--- config.mk ---
export PLATFORM = sky130hd
export DESIGN_NAME = sram_tc_sequencer
export DESIGN_NICKNAME = d
export VERILOG_FILES = /design/src/rtl/sram_tc_pkg.sv /design/src/rtl/sram_tc_scan_chain.sv /design/src/rtl/sram_tc_sequencer.sv
export SDC_FILE = /design/constraint.sdc
export NUM_CORES = 1
export LEC_CHECK = 0
export ABC_CLOCK_PERIOD_IN_PS = 3100
export CELL_PAD_IN_SITES_DETAIL_PLACEMENT = 1
export CELL_PAD_IN_SITES_GLOBAL_PLACEMENT = 1
export CORE_MARGIN = 5
export CORE_UTILIZATION = 38
export DETAILED_ROUTE_END_ITERATION = 7
export PLACE_DENSITY = 0.93
export SLEW_MARGIN = 40
export SYNTH_ARGS = -nofsm -noshare
export SYNTH_HDL_FRONTEND = slang
export SYNTH_SLANG_ARGS = --single-unit
--- constraint.sdc ---
create_clock -name clk_in -period 3.1 [get_ports clk_in]
set_input_delay 0.93 -clock clk_in [delete_from_list [all_inputs] [get_ports clk_in]]
set_output_delay 0.93 -clock clk_in [all_outputs]
set_load 0.01 [all_outputs]
--- src/rtl/sram_tc_pkg.sv ---
`default_nettype none
// ============================================================================
// Module      : sram_tc_pkg
// Description : Shared types and constants for the SRAM test-chip sequencer:
//               packet/result widths, command field map, FSM state encoding
//               and the parity-error result pattern.
//               Optional feature macro: SCAN_PARITY_EN (56-bit packet with
//               odd parity in bit 55).
// Revision    : 1.0 - initial release
// ============================================================================
package sram_tc_pkg;

`ifdef SCAN_PARITY_EN
  localparam int PACKET_W = 56;
  localparam int PAR_BIT  = 55;
`else
  localparam int PACKET_W = 55;
`endif
  localparam int RESULT_W = 64;

  // Command field map (identical in both packet variants)
  localparam int SEL_BIT     = 54;
  localparam int WR_BIT      = 53;
  localparam int WMASK_MSB   = 52;
  localparam int WMASK_LSB   = 49;
  localparam int ADDR_MSB    = 48;
  localparam int ADDR_LSB    = 41;
  localparam int WDATA_MSB   = 40;
  localparam int WDATA_LSB   = 9;
  localparam int RO_EN_BIT   = 8;
  localparam int RO_ADDR_MSB = 7;
  localparam int RO_ADDR_LSB = 0;

  localparam logic [RESULT_W-1:0] PARITY_ERR_RESULT = 64'hDEAD_BEEF_DEAD_BEEF;

  typedef enum logic [2:0] {
    ST_IDLE    = 3'd0,
    ST_ISSUE   = 3'd1,
    ST_WAIT    = 3'd2,
    ST_CAPTURE = 3'd3,
    ST_DONE    = 3'd4
  } state_e;

  typedef struct packed {
    logic        sel;
    logic        wr;
    logic [3:0]  wmask;
    logic [7:0]  addr;
    logic [31:0] wdata;
    logic        ro_en;
    logic [7:0]  ro_addr;
  } cmd_t;

  // Split a raw packet into its command fields
  function automatic cmd_t decode_cmd(input logic [PACKET_W-1:0] p);
    cmd_t c;
    c.sel     = p[SEL_BIT];
    c.wr      = p[WR_BIT];
    c.wmask   = p[WMASK_MSB:WMASK_LSB];
    c.addr    = p[ADDR_MSB:ADDR_LSB];
    c.wdata   = p[WDATA_MSB:WDATA_LSB];
    c.ro_en   = p[RO_EN_BIT];
    c.ro_addr = p[RO_ADDR_MSB:RO_ADDR_LSB];
    return c;
  endfunction

endpackage
`default_nettype wire

--- src/rtl/sram_tc_scan_chain.sv ---
`default_nettype none
// ============================================================================
// Module      : sram_tc_scan_chain
// Description : Packet-in / result-out shift registers sharing one scan pin
//               pair. Shifting is only allowed while the sequencer is idle;
//               a shift attempt while busy is dropped and flagged sticky.
//               Optional feature macro: SCAN_PARITY_EN (widens the packet).
// Revision    : 1.0 - initial release
// ============================================================================
module sram_tc_scan_chain
  import sram_tc_pkg::*;
(
  input  logic                clk_in,
  input  logic                reset_n,
  input  logic                scan_en,
  input  logic                scan_in,
  input  logic                idle,
  input  logic                res_load,
  input  logic [RESULT_W-1:0] res_load_data,
  output logic [PACKET_W-1:0] pkt,
  output logic                scan_out,
  output logic                scan_err
);

  logic [PACKET_W-1:0] pkt_q, pkt_d;
  logic [RESULT_W-1:0] res_q, res_d;
  logic                scan_err_q, scan_err_d;
  logic                shift;

  assign shift    = scan_en & idle;
  assign pkt      = pkt_q;
  assign scan_out = res_q[RESULT_W-1];
  assign scan_err = scan_err_q;

  // Next-state: shift both chains together; a capture load overrides the shift
  always_comb begin
    pkt_d      = pkt_q;
    res_d      = res_q;
    scan_err_d = scan_err_q | (scan_en & ~idle);
    if (shift) begin
      pkt_d = {pkt_q[PACKET_W-2:0], scan_in};
      res_d = {res_q[RESULT_W-2:0], 1'b0};
    end
    if (res_load) begin
      res_d = res_load_data;
    end
  end

  // Scan registers, cleared by async reset so no partial result survives
  always_ff @(posedge clk_in or negedge reset_n) begin
    if (!reset_n) begin
      pkt_q      <= '0;
      res_q      <= '0;
      scan_err_q <= 1'b0;
    end else begin
      pkt_q      <= pkt_d;
      res_q      <= res_d;
      scan_err_q <= scan_err_d;
    end
  end

endmodule
`default_nettype wire

--- src/rtl/sram_tc_sequencer.sv ---
`default_nettype none
// ============================================================================
// Module      : sram_tc_sequencer
// Description : Test-chip controller for two 32x256 SRAM macros. A serially
//               loaded command issues one RW-port access (plus an optional
//               RO-port read) on the selected macro, waits READ_LAT cycles and
//               captures both read ports into the scan result register.
//               Optional feature macro: SCAN_PARITY_EN (packet parity check,
//               extra parity_err output).
// Revision    : 1.0 - initial release
// ============================================================================
module sram_tc_sequencer
  import sram_tc_pkg::*;
#(
  parameter int READ_LAT = 1  // legal range 1..4
)(
  input  logic        clk_in,
  input  logic        reset_n,
  input  logic        scan_en,
  input  logic        scan_in,
  output logic        scan_out,
  input  logic        go,
  output logic        busy,
  output logic        done,
  output logic        scan_err,
`ifdef SCAN_PARITY_EN
  output logic        parity_err,
`endif
  output logic [1:0]  sram_csb0,
  output logic [1:0]  sram_web0,
  output logic [7:0]  sram_wmask0,
  output logic [15:0] sram_addr0,
  output logic [63:0] sram_din0,
  input  logic [63:0] sram_dout0,
  output logic [1:0]  sram_csb1,
  output logic [15:0] sram_addr1,
  input  logic [63:0] sram_dout1
);

  localparam int CNT_W = 3;

  state_e              state_q, state_d;
  logic [CNT_W-1:0]    cnt_q, cnt_d;
  logic [PACKET_W-1:0] pkt;
  cmd_t                cmd;
  logic                res_load;
  logic [RESULT_W-1:0] res_load_data;
  logic [31:0]         rw_rdata;
  logic [31:0]         ro_rdata;
  logic                go_accept;

  assign cmd       = decode_cmd(pkt);
  assign busy      = (state_q != ST_IDLE);
  assign done      = (state_q == ST_DONE);
  assign go_accept = go & ~scan_en;
  assign rw_rdata  = cmd.sel ? sram_dout0[63:32] : sram_dout0[31:0];
  assign ro_rdata  = cmd.sel ? sram_dout1[63:32] : sram_dout1[31:0];

  sram_tc_scan_chain u_scan (
    .clk_in        (clk_in),
    .reset_n       (reset_n),
    .scan_en       (scan_en),
    .scan_in       (scan_in),
    .idle          (state_q == ST_IDLE),
    .res_load      (res_load),
    .res_load_data (res_load_data),
    .pkt           (pkt),
    .scan_out      (scan_out),
    .scan_err      (scan_err)
  );

`ifdef SCAN_PARITY_EN
  logic parity_err_q, parity_err_d;
  logic pkt_par_ok;

  // Odd parity: the full 56-bit packet must carry an odd number of ones
  assign pkt_par_ok = ^pkt;
  assign parity_err = parity_err_q;
`endif

  // FSM next state, wait counter and result capture
  always_comb begin
    state_d       = state_q;
    cnt_d         = cnt_q;
    res_load      = 1'b0;
    res_load_data = '0;
`ifdef SCAN_PARITY_EN
    parity_err_d  = parity_err_q;
`endif
    case (state_q)
      ST_IDLE: begin
        if (go_accept) begin
`ifdef SCAN_PARITY_EN
          if (pkt_par_ok) begin
            state_d      = ST_ISSUE;
            parity_err_d = 1'b0;
          end else begin
            // Bad packet never touches the macros; report the marker pattern
            state_d       = ST_DONE;
            parity_err_d  = 1'b1;
            res_load      = 1'b1;
            res_load_data = PARITY_ERR_RESULT;
          end
`else
          state_d = ST_ISSUE;
`endif
        end
      end
      ST_ISSUE: begin
        if (READ_LAT <= 1) begin
          state_d = ST_CAPTURE;
        end else begin
          state_d = ST_WAIT;
          cnt_d   = CNT_W'(READ_LAT - 1);
        end
      end
      ST_WAIT: begin
        if (cnt_q <= CNT_W'(1)) begin
          state_d = ST_CAPTURE;
        end else begin
          cnt_d = cnt_q - CNT_W'(1);
        end
      end
      ST_CAPTURE: begin
        res_load      = 1'b1;
        res_load_data = {(cmd.wr ? 32'h0 : rw_rdata),
                         (cmd.ro_en ? ro_rdata : 32'h0)};
        state_d       = ST_DONE;
      end
      ST_DONE: begin
        state_d = ST_IDLE;
      end
      default: begin
        state_d = ST_IDLE;
      end
    endcase
  end

  // State register; async reset drops every chip select immediately
  always_ff @(posedge clk_in or negedge reset_n) begin
    if (!reset_n) begin
      state_q <= ST_IDLE;
      cnt_q   <= '0;
    end else begin
      state_q <= state_d;
      cnt_q   <= cnt_d;
    end
  end

`ifdef SCAN_PARITY_EN
  // Sticky parity error, cleared by the next accepted good packet
  always_ff @(posedge clk_in or negedge reset_n) begin
    if (!reset_n) begin
      parity_err_q <= 1'b0;
    end else begin
      parity_err_q <= parity_err_d;
    end
  end
`endif

  // Macro pin drive: only the ISSUE cycle asserts anything, and only on the selected slice
  always_comb begin
    sram_csb0   = 2'b11;
    sram_web0   = 2'b11;
    sram_csb1   = 2'b11;
    sram_wmask0 = '0;
    sram_addr0  = '0;
    sram_din0   = '0;
    sram_addr1  = '0;
    if (state_q == ST_ISSUE) begin
      if (cmd.sel) begin
        sram_csb0[1]       = 1'b0;
        sram_web0[1]       = ~cmd.wr;
        sram_wmask0[7:4]   = cmd.wmask;
        sram_addr0[15:8]   = cmd.addr;
        sram_din0[63:32]   = cmd.wdata;
        if (cmd.ro_en) begin
          sram_csb1[1]     = 1'b0;
          sram_addr1[15:8] = cmd.ro_addr;
        end
      end else begin
        sram_csb0[0]       = 1'b0;
        sram_web0[0]       = ~cmd.wr;
        sram_wmask0[3:0]   = cmd.wmask;
        sram_addr0[7:0]    = cmd.addr;
        sram_din0[31:0]    = cmd.wdata;
        if (cmd.ro_en) begin
          sram_csb1[0]     = 1'b0;
          sram_addr1[7:0]  = cmd.ro_addr;
        end
      end
    end
  end

endmodule
`default_nettype wire

# ---- Yosys cells after proc, flatten, opt, wreduce, memory -nomap -nowiden
# Cells that the tools add are included.
dict set report totals {
  reg_bits 126
  latchBits 0
  mem_bits_rw 0
  romBits 0
  in_bits 133
  output_inout_bits 114
  word_cells 60
  memories 0
}
dict set report op_classes {
  n_addsub 1
  multipliers 0
  n_div 0
  n_lt_le_gt_ge 1
  n_eq_ne 6
  shifts 0
  mux 34
  bitwise_logic 8
  n_reduce_logical 5
}
# op n
set op_table {}
lappend op_table {{$mux 64} 4}
lappend op_table {{$mux 32} 6}
lappend op_table {{$mux 8} 6}
lappend op_table {{$mux 16} 2}
lappend op_table {{$pmux 3 s4} 1}
lappend op_table {{$mux 1} 8}
lappend op_table {{$mux 4} 2}
lappend op_table {{$eq 3x2->1 const B} 2}
lappend op_table {{$mux 2} 3}
lappend op_table {{$mux 3} 2}
lappend op_table {{$ne 2x2->1 const B} 2}
lappend op_table {{$not 1->1} 4}
lappend op_table {{$reduce_and 2->1} 2}
lappend op_table {{$and 1x1->1} 3}
lappend op_table {{$eq 3x1->1 const B} 1}
lappend op_table {{$eq 3x3->1 const B} 1}
lappend op_table {{$le 3x1->1 const B} 1}
lappend op_table {{$logic_not 3->1} 1}
lappend op_table {{$reduce_bool 3->1} 1}
lappend op_table {{$sub 3x1->3 const B} 1}
lappend op_table {{$reduce_bool 2->1} 1}
lappend op_table {{$or 1x1->1} 1}

# ---- Longest topological paths before layout
# Gate-level depths: netlist of run 1.
dict set report depth {
  depth_word 4
  ltp_mapped 8
  mapped_depth_nobuf 5
}

# ---- Modules after synthesis
# A second synthesis of run 1 with hierarchy kept.
dict set report unflattened {
  hier_cells 787
  area_unflattened_um2 8085.3
}
# mod n_inst cells_each area_per_inst_um2 seq_area_each_um2
set by_module_without_submodules {}
lappend by_module_without_submodules {sram_tc_scan_chain 1 482 5939.4 3002.9}
lappend by_module_without_submodules {sram_tc_sequencer 1 305 2145.8 150.1}

# ---- Worst setup path after synthesis of run 1
# No wires, ideal clock.
dict set report synth_path {
  path_type {reg-to-output}
  startpoint {register state_q[2]}
  endpoint {output port sram_addr1[5]}
  arrival_ns 1.412
  t_required_ns 2.170
  path_slack_ns 0.758
  path_stages_with_launch 7
  path_buffers 3
  path_cell_list {dfrtp_1 buf_6 nor3b_4 nor2b_1 buf_2 buf_2 and3_1}
}
dict set report synth_via {
  elab_chain_cells 2
}
# item line
set synth_rtl {}
lappend synth_rtl {{start: declaration} sram_tc_sequencer.sv:42} ;# state_e state_q, state_d;
lappend synth_rtl {{start signal: assignment} sram_tc_sequencer.sv:145} ;# state_q <= state_d;
lappend synth_rtl {{$eq 3x1->1} sram_tc_sequencer.sv:170} ;# if (state_q == ST_ISSUE) begin
lappend synth_rtl {{$mux 16} sram_tc_sequencer.sv:170}
lappend synth_rtl {{end: declaration} sram_tc_sequencer.sv:36} ;# output logic [15:0] sram_addr1,
# Every way passes these cells.

# ---- Worst setup path after layout of run 1
dict set report layout_path {
  startpoint {register state_q[2]}
  endpoint {output port sram_din0[62]}
}
dict set report layout_via {
  elab_chain_cells 2
}
# item line
set layout_rtl {}
lappend layout_rtl {{$eq 3x1->1} sram_tc_sequencer.sv:170}
lappend layout_rtl {{$mux 64} sram_tc_sequencer.sv:170}
lappend layout_rtl {{end: declaration} sram_tc_sequencer.sv:33} ;# output logic [63:0] sram_din0,
# Every way passes these cells.

==> reports/qor.csv, run 1 <==
metric,value,unit
finalWirelength,23600,µm
r2r_end,u_scan.res_q[26],
gp_congestion,0.760,
drive_above_1_share,21.7,%
drtPass1Iterations,4,
critPathSlowestCell,clkdlybuf4s50_1,
pin_count,247,
area.growth.synth_to_final,43.4,%
avgSynthCellArea,11.7,µm²
cts_hold_buf,0,
wl_per_cell,20.6,µm
insertion_delay,410,ps
cts_tree,built,
fin_area,10900,µm²
ff2ff_path_depth,4,
clk_pin_slew,60,ps
ir_worst_vdd,0.470,mV
synth_top_area_share,41.4,%
synth_cells,649,
ys.flop_type,dfrtp_1,
seq_area_frac_synth,41.4,%
yosys-top-cells-count,"dfrtp_1, mux2_2, nor3_1, a22oi_1, and3_1",
synth_edf_count,0,
switching_power,3.46,mW
path_cells,nor3b_4 -> buf_12 -> buf_12 -> and3_1 -> clkdlybuf4s50_1,
start_util,38.9,%
grt-ovfl-total,0,
timing.rr.start,u_scan.pkt[8],
cp-startpoint,state_q[2],
relSlewSlack,52.8,%
place_hpwl,16500,µm
vias_per_cell,5.34,
skew,8.98,ps
power.leakage,4.89,nW
crit_top_cell,buf_12,
hold_viol_final,0,
switching_share,39.1,%
cts.sinks,126,
r2r_slack,900,ps
yosys_warnings,0,
numCtsBuffers,17,
drc,0,
drv_slew,0,
num_vias,6139,
nets,1006,
placed_cell_area,10200,µm²
required,2170,ps
worst_pin_slew,708,ps
power_density,810,nW/µm²
ys_top_cells_by_area,"dfrtp_1, a21oi_4, mux2_2",
slowest_delay,570,ps
die_h,152,µm
pwr-share-comb,48.0,%
dpl.cell_count,1112,
yosysMostFrequentCell,dfrtp_1,
syn-cell-area,7620,µm²
die_area,23000,µm²
synth_top_cell_by_area,dfrtp_1,
hold_depth,1,
antenna_found_initial,0,
fin_crit,3030,ps
crit_path_end,sram_din0[62],
n_fill_cell,2080,
clockPowerShare,23.7,%
critPathCaptureType,output pin,
synth_fp_nets,784,
placement.io_buffers,246,
ys_ff_latch,126,
core_area,19600,µm²
utilization,55.8,%
power.share.sequential,28.3,%
root_buffer,clkbuf_16,
setup_viol,0,
critPathMaxFanout,22,
max_clock_freq,330,MHz
cts_max_level,4,
maxCapViolations,0,
synthArstFlopShare,100,%
drt_iter0_drc,237,
path_class,flip-flop to output pin,
diodes,0,
worstHoldPathType,flip-flop to flip-flop,
ant_nets,0,
rows,51,
internal_power,5.40,mW
grt_util_all_layers,20.0,%
crit_arrival,2100,ps
final_cell_count_no_fill,1149,
grt_pass1_wl,36400,µm
start_kind,flip-flop,
grt_start_max_net_pins,66,
grt_pass1_vias,6696,
status,"finished, final reports clean",
die_x,152,µm
clk_path_buf_depth,2,
final.period_utilization,97.9,%
synth_cell_types,39,
## final cells by class
type | count | area [µm²] | share of cell area (%)
Sequential cell | 126 | 3160 | 28.9
Timing Repair Buffer | 273 | 2820 | 25.8
Clock inverter | 13 | 190 | 1.74
Multi-Input combinational cell | 446 | 3980 | 36.4
Tap cell | 265 | 332 | 3.03
Inverter | 7 | 26.3 | 0.240
Clock buffer | 19 | 433 | 3.96
## per-layer routing
layer	GRT usage [%]	wire length (µm)	vias to the layer above
met4	6.38	611	0
met2	36.2	12400	161
met1	24.0	9570	3126
li1	-	-	2807
met3	3.69	1070	45
met5	0	0	-
## through the flow
| stage | worst slack, ps | hold WS, ps | power, mW | setup TNS (ps) |
|---|---|---|---|---|
| 2_1_floorplan | 758 | 483 | 5.83 | 0 |
| 3_3_place_gp | 351 | 438 | 6.41 | 0 |
| 3_5_place_dp | 293 | 448 | 6.63 | 0 |
| 4_1_cts | -14.4 | 471 | 8.87 | -28.7 |
| 5_1_grt | -12.1 | 513 | 9.36 | -55.4 |
| 6_report | 65.2 | 465 | 8.86 | 0 |
## registers in the layout, summed over array words and instances, names as in the netlist
register / cells
cnt_q: 3
u_scan.pkt: 55
u_scan.res_q: 64
state_q: 3
u_scan.scan_err: 1
## timing repair
action	4_1_cts	5_1_grt
pin swaps	1	0
buffers inserted	1	2
cloned	1	1
setup endpoints to repair	104	51
resized for setup	60	27
## worst min-delay path by stage
stage | to | slack (ps) | start
global route | u_scan.pkt[11] | 510 | reset_n
global placement | u_scan.scan_err | 440 | u_scan.scan_err
floorplan | u_scan.pkt[10] | 480 | u_scan.pkt[10]
finish | u_scan.scan_err | 460 | u_scan.scan_err
CTS | u_scan.scan_err | 470 | u_scan.scan_err
detailed placement | u_scan.scan_err | 450 | u_scan.scan_err
## cells in the final DEF (no fill, tap or decap), types with 2 or more instances in the layout
cell type	count
mux2_2	64
buf_6	3
clkbuf_1	2
xnor2_1	2
nand2_1	8
dfrtp_1	125
o21ba_2	2
a22oi_1	62
bufinv_16	4
and3_1	60
a21oi_4	50
clkinv_4	3
nor3b_1	2
mux2i_1	2
dlymetal6s2s_1	8
mux2_1	55
clkdlybuf4s15_1	15
and2_1	44
a21oi_1	3
buf_4	12
buf_12	11
nor3_1	63
a21oi_2	10
dlygate4sd2_1	40
clkdlybuf4s50_1	182
ha_1	2
clkinvlp_4	4
inv_1	6
clkbuf_16	18
## power groups by stage
stage / sequential [mW] / combinational, mW / clock [mW]
6_report: 2.50 / 4.25 / 2.10
3_5_place_dp: 2.52 / 4.12 / 0
2_1_floorplan: 2.39 / 3.44 / 0
3_3_place_gp: 2.49 / 3.92 / 0
4_1_cts: 2.50 / 4.23 / 2.15
5_1_grt: 2.56 / 4.57 / 2.23
## cell families (layout without fill, tap and decap cells)
group,after synthesis,in the layout,synth area share [%]
compound gates,131,131,18.7
xor+xnor,2,2,0.230
fa+ha+maj,2,2,0.328
buf+inv,77,312,6.63
flops,126,126,41.4
mux,121,121,17.8
simple gates,190,190,14.9
## worst max-delay path: cells and delay by family (launching register included)
family        cells  cell delay (ps)
buf+inv           3              870
flops             1              400
simple gates      2              410
Power figures use the tool's default switching activity.
==> run 2: changes to the inputs <==
--- a/config.mk
+++ b/config.mk
@@ -6,10 +6,12 @@
 export NUM_CORES = 1
 export LEC_CHECK = 0
 export ABC_CLOCK_PERIOD_IN_PS = 3100
+export CAP_MARGIN = 20
 export CELL_PAD_IN_SITES_DETAIL_PLACEMENT = 1
 export CELL_PAD_IN_SITES_GLOBAL_PLACEMENT = 1
 export CORE_MARGIN = 5
 export CORE_UTILIZATION = 38
+export CTS_CLUSTER_DIAMETER = 100
 export DETAILED_ROUTE_END_ITERATION = 7
 export PLACE_DENSITY = 0.93
 export SLEW_MARGIN = 40
==> results of run 2 <==
The final DEF is identical to that of run 1; final timing and power are the same.
